--- src/rtl/wb_stream_bridge_if.sv ---
// Bundle of the Wishbone B4 pipelined slave bus and the two 32-bit stream ports
// served by wb_stream_bridge.
//   slave  modport: the bridge (bus slave, TX stream source, RX stream sink)
//   master modport: whatever drives the bus and the stream partners
// Signals:
//   WB_ADR_I/DAT_I/WE_I/STB_I/CYC_I/CTI_I  bus request
//   WB_DAT_O/ACK_O/ERR_O/RTY_O/STALL_O     bus response
//   TX_VALID_O/TX_DATA_O/TX_READY_I        outbound stream (bridge -> sink)
//   RX_VALID_I/RX_DATA_I/RX_READY_O        inbound stream (source -> bridge)
interface wb_stream_bridge_if;
  logic [31:0] WB_ADR_I;
  logic [31:0] WB_DAT_I;
  logic [31:0] WB_DAT_O;
  logic        WB_WE_I;
  logic        WB_STB_I;
  logic        WB_CYC_I;
  logic [2:0]  WB_CTI_I;
  logic        WB_ACK_O;
  logic        WB_ERR_O;
  logic        WB_RTY_O;
  logic        WB_STALL_O;
  logic        TX_VALID_O;
  logic [31:0] TX_DATA_O;
  logic        TX_READY_I;
  logic        RX_VALID_I;
  logic [31:0] RX_DATA_I;
  logic        RX_READY_O;

  modport slave (
    input  WB_ADR_I, WB_DAT_I, WB_WE_I, WB_STB_I, WB_CYC_I, WB_CTI_I,
    output WB_DAT_O, WB_ACK_O, WB_ERR_O, WB_RTY_O, WB_STALL_O,
    output TX_VALID_O, TX_DATA_O,
    input  TX_READY_I,
    input  RX_VALID_I, RX_DATA_I,
    output RX_READY_O
  );

  modport master (
    output WB_ADR_I, WB_DAT_I, WB_WE_I, WB_STB_I, WB_CYC_I, WB_CTI_I,
    input  WB_DAT_O, WB_ACK_O, WB_ERR_O, WB_RTY_O, WB_STALL_O,
    input  TX_VALID_O, TX_DATA_O,
    output TX_READY_I,
    output RX_VALID_I, RX_DATA_I,
    input  RX_READY_O
  );
endinterface

--- src/rtl/wb_stream_bridge.sv ---
// Wishbone B4 pipelined slave bridging the bus to two 32-bit valid/ready streams.
// Bus writes to TXDATA fill a TX FIFO drained by the TX stream; RX stream beats
// fill an RX FIFO popped by bus reads of RXDATA. Every accepted request gets
// exactly one ACK or ERR on the following cycle; the bus never stalls.
// Ports:
//   WB_CLK_I  bus clock, all logic on posedge
//   WB_RST_I  asynchronous active-high reset
//   bus       wb_stream_bridge_if.slave (Wishbone request/response + both streams)
//   IRQ_O     registered irq_en & RX FIFO non-empty
// Register map (ADR[3:2]): 0 TXDATA, 1 RXDATA, 2 STATUS, 3 CTRL.
module wb_stream_bridge #(
  parameter int DEPTH = 16
) (
  input  logic                  WB_CLK_I,
  input  logic                  WB_RST_I,
  wb_stream_bridge_if.slave     bus,
  output logic                  IRQ_O
);
  localparam int AW = $clog2(DEPTH);
  localparam int CW = AW + 1;
  localparam logic [CW-1:0] FULL_CNT = CW'(DEPTH);

  logic [31:0]   tx_mem [DEPTH];
  logic [31:0]   rx_mem [DEPTH];
  logic [AW-1:0] tx_wr_ptr, tx_rd_ptr, rx_wr_ptr, rx_rd_ptr;
  logic [CW-1:0] tx_count, rx_count;
  logic [CW-1:0] tx_count_nxt, rx_count_nxt;
  logic          tx_ovf, rx_unf, irq_en, irq_en_nxt;
  logic          ack_p1, err_p1, irq_p1;
  logic [31:0]   dat_p1;

  logic          accept, wr, rd;
  logic [1:0]    sel;
  logic          tx_full, tx_empty, rx_full, rx_empty;
  logic          tx_push_req, tx_push, tx_reject, tx_pop;
  logic          rx_pop_req, rx_pop, rx_reject, rx_push, rx_push_eff;
  logic          ctrl_wr, status_wr, tx_flush, rx_flush;
  logic [31:0]   rd_data;

  // Only ADR[3:2] is decoded; CTI is ignored (every beat is a single transfer).
  logic unused_bits;
  assign unused_bits = ^{bus.WB_CTI_I, bus.WB_ADR_I[31:4], bus.WB_ADR_I[1:0]};

  assign accept = bus.WB_CYC_I & bus.WB_STB_I;
  assign sel    = bus.WB_ADR_I[3:2];
  assign wr     = accept & bus.WB_WE_I;
  assign rd     = accept & ~bus.WB_WE_I;

  // Full/empty come from the counts registered before this edge, so a same-cycle
  // stream pop/push never rescues a rejected bus push/pop.
  assign tx_full  = (tx_count == FULL_CNT);
  assign tx_empty = (tx_count == '0);
  assign rx_full  = (rx_count == FULL_CNT);
  assign rx_empty = (rx_count == '0);

  assign tx_push_req = wr & (sel == 2'd0);
  assign tx_push     = tx_push_req & ~tx_full;
  assign tx_reject   = tx_push_req & tx_full;
  assign tx_pop      = ~tx_empty & bus.TX_READY_I;

  assign rx_pop_req  = rd & (sel == 2'd1);
  assign rx_pop      = rx_pop_req & ~rx_empty;
  assign rx_reject   = rx_pop_req & rx_empty;
  assign rx_push     = bus.RX_VALID_I & ~rx_full;

  assign ctrl_wr     = wr & (sel == 2'd3);
  assign status_wr   = wr & (sel == 2'd2);
  assign tx_flush    = ctrl_wr & bus.WB_DAT_I[0];
  assign rx_flush    = ctrl_wr & bus.WB_DAT_I[1];
  // An RX beat landing in the flush cycle is handshaken but discarded.
  assign rx_push_eff = rx_push & ~rx_flush;

  assign irq_en_nxt  = ctrl_wr ? bus.WB_DAT_I[2] : irq_en;

  always_comb begin
    tx_count_nxt = tx_count;
    if (tx_push & ~tx_pop)      tx_count_nxt = tx_count + CW'(1);
    else if (~tx_push & tx_pop) tx_count_nxt = tx_count - CW'(1);
    if (tx_flush)               tx_count_nxt = '0;
  end

  always_comb begin
    rx_count_nxt = rx_count;
    if (rx_push_eff & ~rx_pop)      rx_count_nxt = rx_count + CW'(1);
    else if (~rx_push_eff & rx_pop) rx_count_nxt = rx_count - CW'(1);
    if (rx_flush)                   rx_count_nxt = '0;
  end

  // Read data reflects state before the accept edge.
  always_comb begin
    rd_data = '0;
    if (rd) begin
      case (sel)
        2'd1:    rd_data = rx_empty ? 32'd0 : rx_mem[rx_rd_ptr];
        2'd2:    rd_data = {12'd0, rx_unf, tx_ovf, rx_empty, tx_full,
                            8'(rx_count), 8'(tx_count)};
        2'd3:    rd_data = {29'd0, irq_en, 2'b00};
        default: rd_data = '0;
      endcase
    end
  end

  // Stage p1: bus response, FIFO control and flags
  always_ff @(posedge WB_CLK_I or posedge WB_RST_I) begin
    if (WB_RST_I) begin
      tx_wr_ptr <= '0;
      tx_rd_ptr <= '0;
      tx_count  <= '0;
      rx_wr_ptr <= '0;
      rx_rd_ptr <= '0;
      rx_count  <= '0;
      tx_ovf    <= 1'b0;
      rx_unf    <= 1'b0;
      irq_en    <= 1'b0;
      ack_p1    <= 1'b0;
      err_p1    <= 1'b0;
      dat_p1    <= '0;
      irq_p1    <= 1'b0;
    end else begin
      tx_wr_ptr <= tx_flush ? '0 : tx_wr_ptr + AW'(tx_push);
      tx_rd_ptr <= tx_flush ? '0 : tx_rd_ptr + AW'(tx_pop);
      tx_count  <= tx_count_nxt;
      rx_wr_ptr <= rx_flush ? '0 : rx_wr_ptr + AW'(rx_push_eff);
      rx_rd_ptr <= rx_flush ? '0 : rx_rd_ptr + AW'(rx_pop);
      rx_count  <= rx_count_nxt;
      tx_ovf    <= (tx_ovf & ~(status_wr & bus.WB_DAT_I[18])) | tx_reject;
      rx_unf    <= (rx_unf & ~(status_wr & bus.WB_DAT_I[19])) | rx_reject;
      irq_en    <= irq_en_nxt;
      ack_p1    <= accept & ~(tx_reject | rx_reject);
      err_p1    <= tx_reject | rx_reject;
      dat_p1    <= rd_data;
      // Built from next-state values so IRQ_O tracks the FIFO without extra lag.
      irq_p1    <= irq_en_nxt & (rx_count_nxt != '0);
    end
  end

  // FIFO storage carries no reset; validity is governed by the counts.
  always_ff @(posedge WB_CLK_I) begin
    if (tx_push)     tx_mem[tx_wr_ptr] <= bus.WB_DAT_I;
    if (rx_push_eff) rx_mem[rx_wr_ptr] <= bus.RX_DATA_I;
  end

  assign bus.WB_ACK_O   = ack_p1;
  assign bus.WB_ERR_O   = err_p1;
  assign bus.WB_DAT_O   = dat_p1;
  assign bus.WB_RTY_O   = 1'b0;
  assign bus.WB_STALL_O = 1'b0;
  assign bus.TX_VALID_O = ~tx_empty;
  assign bus.TX_DATA_O  = tx_mem[tx_rd_ptr];
  assign bus.RX_READY_O = ~rx_full;
  assign IRQ_O          = irq_p1;
endmodule
--- src/flat_wrapper.sv ---
// flat-port wrapper written by rule: the top's interface ports become plain ports
module wb_stream_bridge_flat 
#(
  parameter int DEPTH = 16
)
  (WB_CLK_I, WB_RST_I, IRQ_O, bus_WB_ADR_I, bus_WB_DAT_I, bus_WB_WE_I, bus_WB_STB_I, bus_WB_CYC_I, bus_WB_CTI_I, bus_WB_DAT_O, bus_WB_ACK_O, bus_WB_ERR_O, bus_WB_RTY_O, bus_WB_STALL_O, bus_TX_VALID_O, bus_TX_DATA_O, bus_TX_READY_I, bus_RX_VALID_I, bus_RX_DATA_I, bus_RX_READY_O);
  wb_stream_bridge_if bus_i ();
  input  logic WB_CLK_I;
  input  logic WB_RST_I;
  output logic IRQ_O;
  input wire logic [$bits(bus_i.WB_ADR_I)-1:0] bus_WB_ADR_I;
  input wire logic [$bits(bus_i.WB_DAT_I)-1:0] bus_WB_DAT_I;
  input wire logic [$bits(bus_i.WB_WE_I)-1:0] bus_WB_WE_I;
  input wire logic [$bits(bus_i.WB_STB_I)-1:0] bus_WB_STB_I;
  input wire logic [$bits(bus_i.WB_CYC_I)-1:0] bus_WB_CYC_I;
  input wire logic [$bits(bus_i.WB_CTI_I)-1:0] bus_WB_CTI_I;
  output wire logic [$bits(bus_i.WB_DAT_O)-1:0] bus_WB_DAT_O;
  output wire logic [$bits(bus_i.WB_ACK_O)-1:0] bus_WB_ACK_O;
  output wire logic [$bits(bus_i.WB_ERR_O)-1:0] bus_WB_ERR_O;
  output wire logic [$bits(bus_i.WB_RTY_O)-1:0] bus_WB_RTY_O;
  output wire logic [$bits(bus_i.WB_STALL_O)-1:0] bus_WB_STALL_O;
  output wire logic [$bits(bus_i.TX_VALID_O)-1:0] bus_TX_VALID_O;
  output wire logic [$bits(bus_i.TX_DATA_O)-1:0] bus_TX_DATA_O;
  input wire logic [$bits(bus_i.TX_READY_I)-1:0] bus_TX_READY_I;
  input wire logic [$bits(bus_i.RX_VALID_I)-1:0] bus_RX_VALID_I;
  input wire logic [$bits(bus_i.RX_DATA_I)-1:0] bus_RX_DATA_I;
  output wire logic [$bits(bus_i.RX_READY_O)-1:0] bus_RX_READY_O;
  assign bus_i.WB_ADR_I = bus_WB_ADR_I;
  assign bus_i.WB_DAT_I = bus_WB_DAT_I;
  assign bus_i.WB_WE_I = bus_WB_WE_I;
  assign bus_i.WB_STB_I = bus_WB_STB_I;
  assign bus_i.WB_CYC_I = bus_WB_CYC_I;
  assign bus_i.WB_CTI_I = bus_WB_CTI_I;
  assign bus_WB_DAT_O = bus_i.WB_DAT_O;
  assign bus_WB_ACK_O = bus_i.WB_ACK_O;
  assign bus_WB_ERR_O = bus_i.WB_ERR_O;
  assign bus_WB_RTY_O = bus_i.WB_RTY_O;
  assign bus_WB_STALL_O = bus_i.WB_STALL_O;
  assign bus_TX_VALID_O = bus_i.TX_VALID_O;
  assign bus_TX_DATA_O = bus_i.TX_DATA_O;
  assign bus_i.TX_READY_I = bus_TX_READY_I;
  assign bus_i.RX_VALID_I = bus_RX_VALID_I;
  assign bus_i.RX_DATA_I = bus_RX_DATA_I;
  assign bus_RX_READY_O = bus_i.RX_READY_O;
  wb_stream_bridge #(.DEPTH(DEPTH)) u_core (.WB_CLK_I(WB_CLK_I), .WB_RST_I(WB_RST_I), .bus(bus_i), .IRQ_O(IRQ_O));
endmodule
--- config.mk ---
export PLATFORM = sky130hd
export DESIGN_NAME = wb_stream_bridge_flat
export DESIGN_NICKNAME = d
export VERILOG_FILES = /design/src/rtl/wb_stream_bridge_if.sv /design/src/rtl/wb_stream_bridge.sv /design/src/flat_wrapper.sv
export SDC_FILE = /design/constraint.sdc
export NUM_CORES = 1
export LEC_CHECK = 0
export ABC_AREA = 1
export BUFFER_PORTS_ARGS = -buffer_cell sky130_fd_sc_hd__buf_4
export CORE_MARGIN = 2
export CORE_UTILIZATION = 60
export DETAILED_ROUTE_END_ITERATION = 7
export PLACE_DENSITY = 0.78
export SYNTH_ARGS = -nofsm -noshare
export SYNTH_HDL_FRONTEND = slang
export SYNTH_SLANG_ARGS = --single-unit
--- constraint.sdc ---
create_clock -name WB_CLK_I -period 3.6 [get_ports WB_CLK_I]
set_clock_uncertainty 0.1 [all_clocks]
set_input_delay 0.36 -clock WB_CLK_I [delete_from_list [all_inputs] [get_ports WB_CLK_I]]
set_output_delay 0.36 -clock WB_CLK_I [all_outputs]
set_load 0.01 [all_outputs]
==> flow_summary.toml <==
[floorplanning]
dieArea_um2 = 74300
coreArea_um2 = 71500
ios = 177
rows = 98
start_util = 0.605
die_w_um = 273
die_height_um = 273

[sta]
setup_viol = 0
holdWs_ps = 47.4
maxSlewHeadroom = 0.165
fin_crit_sh = 0.943
slew_viol_final = 0
period_needed_ps = 3400
final-hold-violation-count = 0
max_slew.worst_pin.slew_ps = 1250
fin_tns_setup_ps = 0
rsz0062_at_grt = "false"
worst_slack_ps = 204
max_freq_ghz = 0.294

[place]
dp_cells = 4082
place_ws_ps = 719
place_area_um2 = 45500
gp_congestion = 0.837
dp_hpwl_um = 52600
portBuffers = 141

[yosys]
ys_types = 40
synth_top_family_by_area = "compound AO/OA/AOI/OAI gates"
synth_xor_area_frac = 0.00263
ys_ff_latch = 1088
yosys_warnings = 0
postSynthCellCount = 3121
synth_compound_area_frac = 0.118
synth_area_um2 = 43300
synthSimpleGateAreaFrac = 0.0578
synthAdderAreaFrac = 0.00451
ys_seq_area_frac = 0.748
synthMuxAreaShare = 0.0296
synth.avg_cell_area_um2 = 13.9

[worst_setup_path]
critPathRequiredTime_ps = 3140
cp_common_cell = "buf_4"
crit_type = "flop to output pin"
cpPeakStageDelay_ps = 690
worstPathArrival_ps = 2940
worstPathCellList = "clkinv_2 -> buf_4 -> o21ai_0 -> o211ai_1 -> nand2_1 -> buf_4"
cp.buffers_inverters = 3
critPathSlowestCell = "dfrtp_4"
critPathMaxFanout = 76
critPathLaunchType = "flop"
cp_top_family = "buffers and inverters"
end_kind = "output pin"

[cts]
cts.sinks = 1088
cts_resized = 0
insertion_delay_ps = 660
clk_path_buf_depth = 3
cts-root-buf = "clkbuf_16"
path_clk_slew_ps = 60
tritoncts = "yes"
h-tree-depth = 3
numCtsBuffers = 103

[routing]
routed_wl_um = 100000
wl_per_cell_um = 23.0
drt_first_pass_iters = 6
drc = 0
drt-initial-drc-count = 2986
viasPerCell = 6.17
vias = 26900
postRouteAntennaNets = 0

[global_routing]
grt_usage = 0.267
grt_pass1_vias = 26800
busiest_layer = "met2"
gr-usage-met3 = 0.0395
use_met1 = 0.334
grt_start_max_net_pins = 258
globalRouteMet2Util = 0.465
grt_pass1_wl_um = 151000
antenna_found_initial = 3
grt.overflow.total = 0

[power_and_ir_drop]
finalPower_mw = 36.6
power_density_nw_per_um2 = 736
leakagePower_nw = 17.4
swShare = 0.329
clock_power_share = 0.297
power.switching_mw = 12.0
combPwrFrac = 0.290
p_seq_frac = 0.412
ir_drop_mv = 0.548
p_int_mw = 24.5

[layout]
fin_cells = 4349
final_util = 0.695
layout_common_cells = "edfxtp_1, o21ai_0, nor2_1"
layout_commonest_cell = "edfxtp_1"
syn_to_final_growth_pct = 14.8
finalInstanceArea_um2 = 49700
layout-drive-gt1-share = 0.128
nets = 3429

[hold_path]
hp-class = "input port to flop"

[flow_run]
max_cap_viol_count = 0

[run_status]
status = "finished clean"
## cell usage after synthesis
master	count	area, um^2
nand2_4	2	22.5
nor2_8	3	60.1
nand3_4	4	70.1
edfxtp_1	1024	30700
a21oi_1	161	806
inv_2	3	11.3
nand2_1	163	612
buf_8	1	15.0
o211ai_2	1	12.5
nand2_2	3	18.8
buf_6	9	101
nor4_1	2	12.5
o221ai_1	44	385
o211ai_1	148	1110
nor3_1	1	5.00
dfrtp_1	64	1600
or2_2	1	6.26
o21ai_0	414	2070
o22ai_1	66	413
buf_1	17	63.8
a31oi_1	6	37.5
nor2_1	323	1210
o21ai_1	51	255
nand4_1	1	6.26
conb_1	1	3.75
xnor2_1	2	17.5
a32o_1	1	10.0
xor2_1	11	96.3
nor2_4	1	11.3
nor2_2	3	18.8
fa_1	1	20.0
ha_1	14	175
nand3_1	89	445
mux2i_1	128	1280
inv_4	2	12.5
buf_2	46	230
inv_1	180	676
clkbuf_2	2	10.0
clkbuf_1	97	364
buf_4	31	233
## power groups by stage
stage	logic [mW]	clock network [mW]	registers, mW
floorplan	7.31	0	15.1
global placement	9.95	0	15.3
detailed placement	10.4	0	15.3
CTS	10.5	10.9	15.1
global route	11.6	11.5	15.1
finish	10.6	10.9	15.1
## flip-flops by register name, indices dropped and copies added (netlist names)
signal	cells
u_core.tx_ovf	1
u_core.tx_mem	512
u_core.rx_count	5
u_core.IRQ_O	1
u_core.bus.WB_ACK_O	1
u_core.irq_en	1
u_core.rx_mem	512
u_core.bus.WB_DAT_O	32
u_core.rx_wr_ptr	4
u_core.tx_count	5
u_core.bus.WB_ERR_O	1
u_core.rx_unf	1
u_core.tx_rd_ptr	4
u_core.rx_rd_ptr	4
u_core.tx_wr_ptr	4
## layer usage
metal  up-vias  part of all wire
met2      1398              0.52
met3       238             0.077
li1      12000                 -
met1     13200              0.37
met4         0             0.037
met5         -                 0
## timing repair
| action | CTS | global route |
|---|---|---|
| buffers inserted | 0 | 0 |
| hold buffers | 71 | 0 |
| hold endpoints to repair | 1080 | 0 |
## path summary, 6_finish.rpt
kind                                     start  cells past startpoint                      end  slack [ps]
setup / recovery           u_core.tx_rd_ptr[1]                      6        bus_TX_DATA_O[25]         200
hold / removal                  bus_TX_READY_I                      6      u_core.tx_rd_ptr[0]          50
setup reg to reg            u_core.rx_count[0]                      9    u_core.rx_mem[10][10]         810
hold reg to reg                  u_core.tx_ovf                      2            u_core.tx_ovf         390
max in group asynchronous             WB_RST_I                      4   u_core.bus.WB_DAT_O[8]        2220
min in group asynchronous             WB_RST_I                      3  u_core.bus.WB_DAT_O[27]         360
## layout make-up
type / instances / area, um^2
diodes: 3 / 7.51
clock buffers: 127 / 2740
clock inverters: 66 / 702
fillers: 4448 / 21800
inverters: 185 / 704
multi-input cells: 1646 / 9440
flip-flops and latches: 1088 / 32400
well taps: 950 / 1190
repair buffers: 284 / 2510
## worst min-delay path, stage by stage
cell,delay [ps]
buf_4,80
nand2_1,70
inv_1,70
ha_1,110
nand2_1,50
inv_1,40
## kinds of logic (layout without fill, tap and decap cells)
kind of cell,Yosys count,after routing
DFF,1088,1088
AOI/OAI and AO/OA,892,892
and+or+nand+nor,596,596
buffers and inverters,388,662
muxes,128,128
adders and majority gates,15,15
xor gates and xnor gates,13,13
other,1,5
Note: power is estimated with default switching activity, not from simulation.
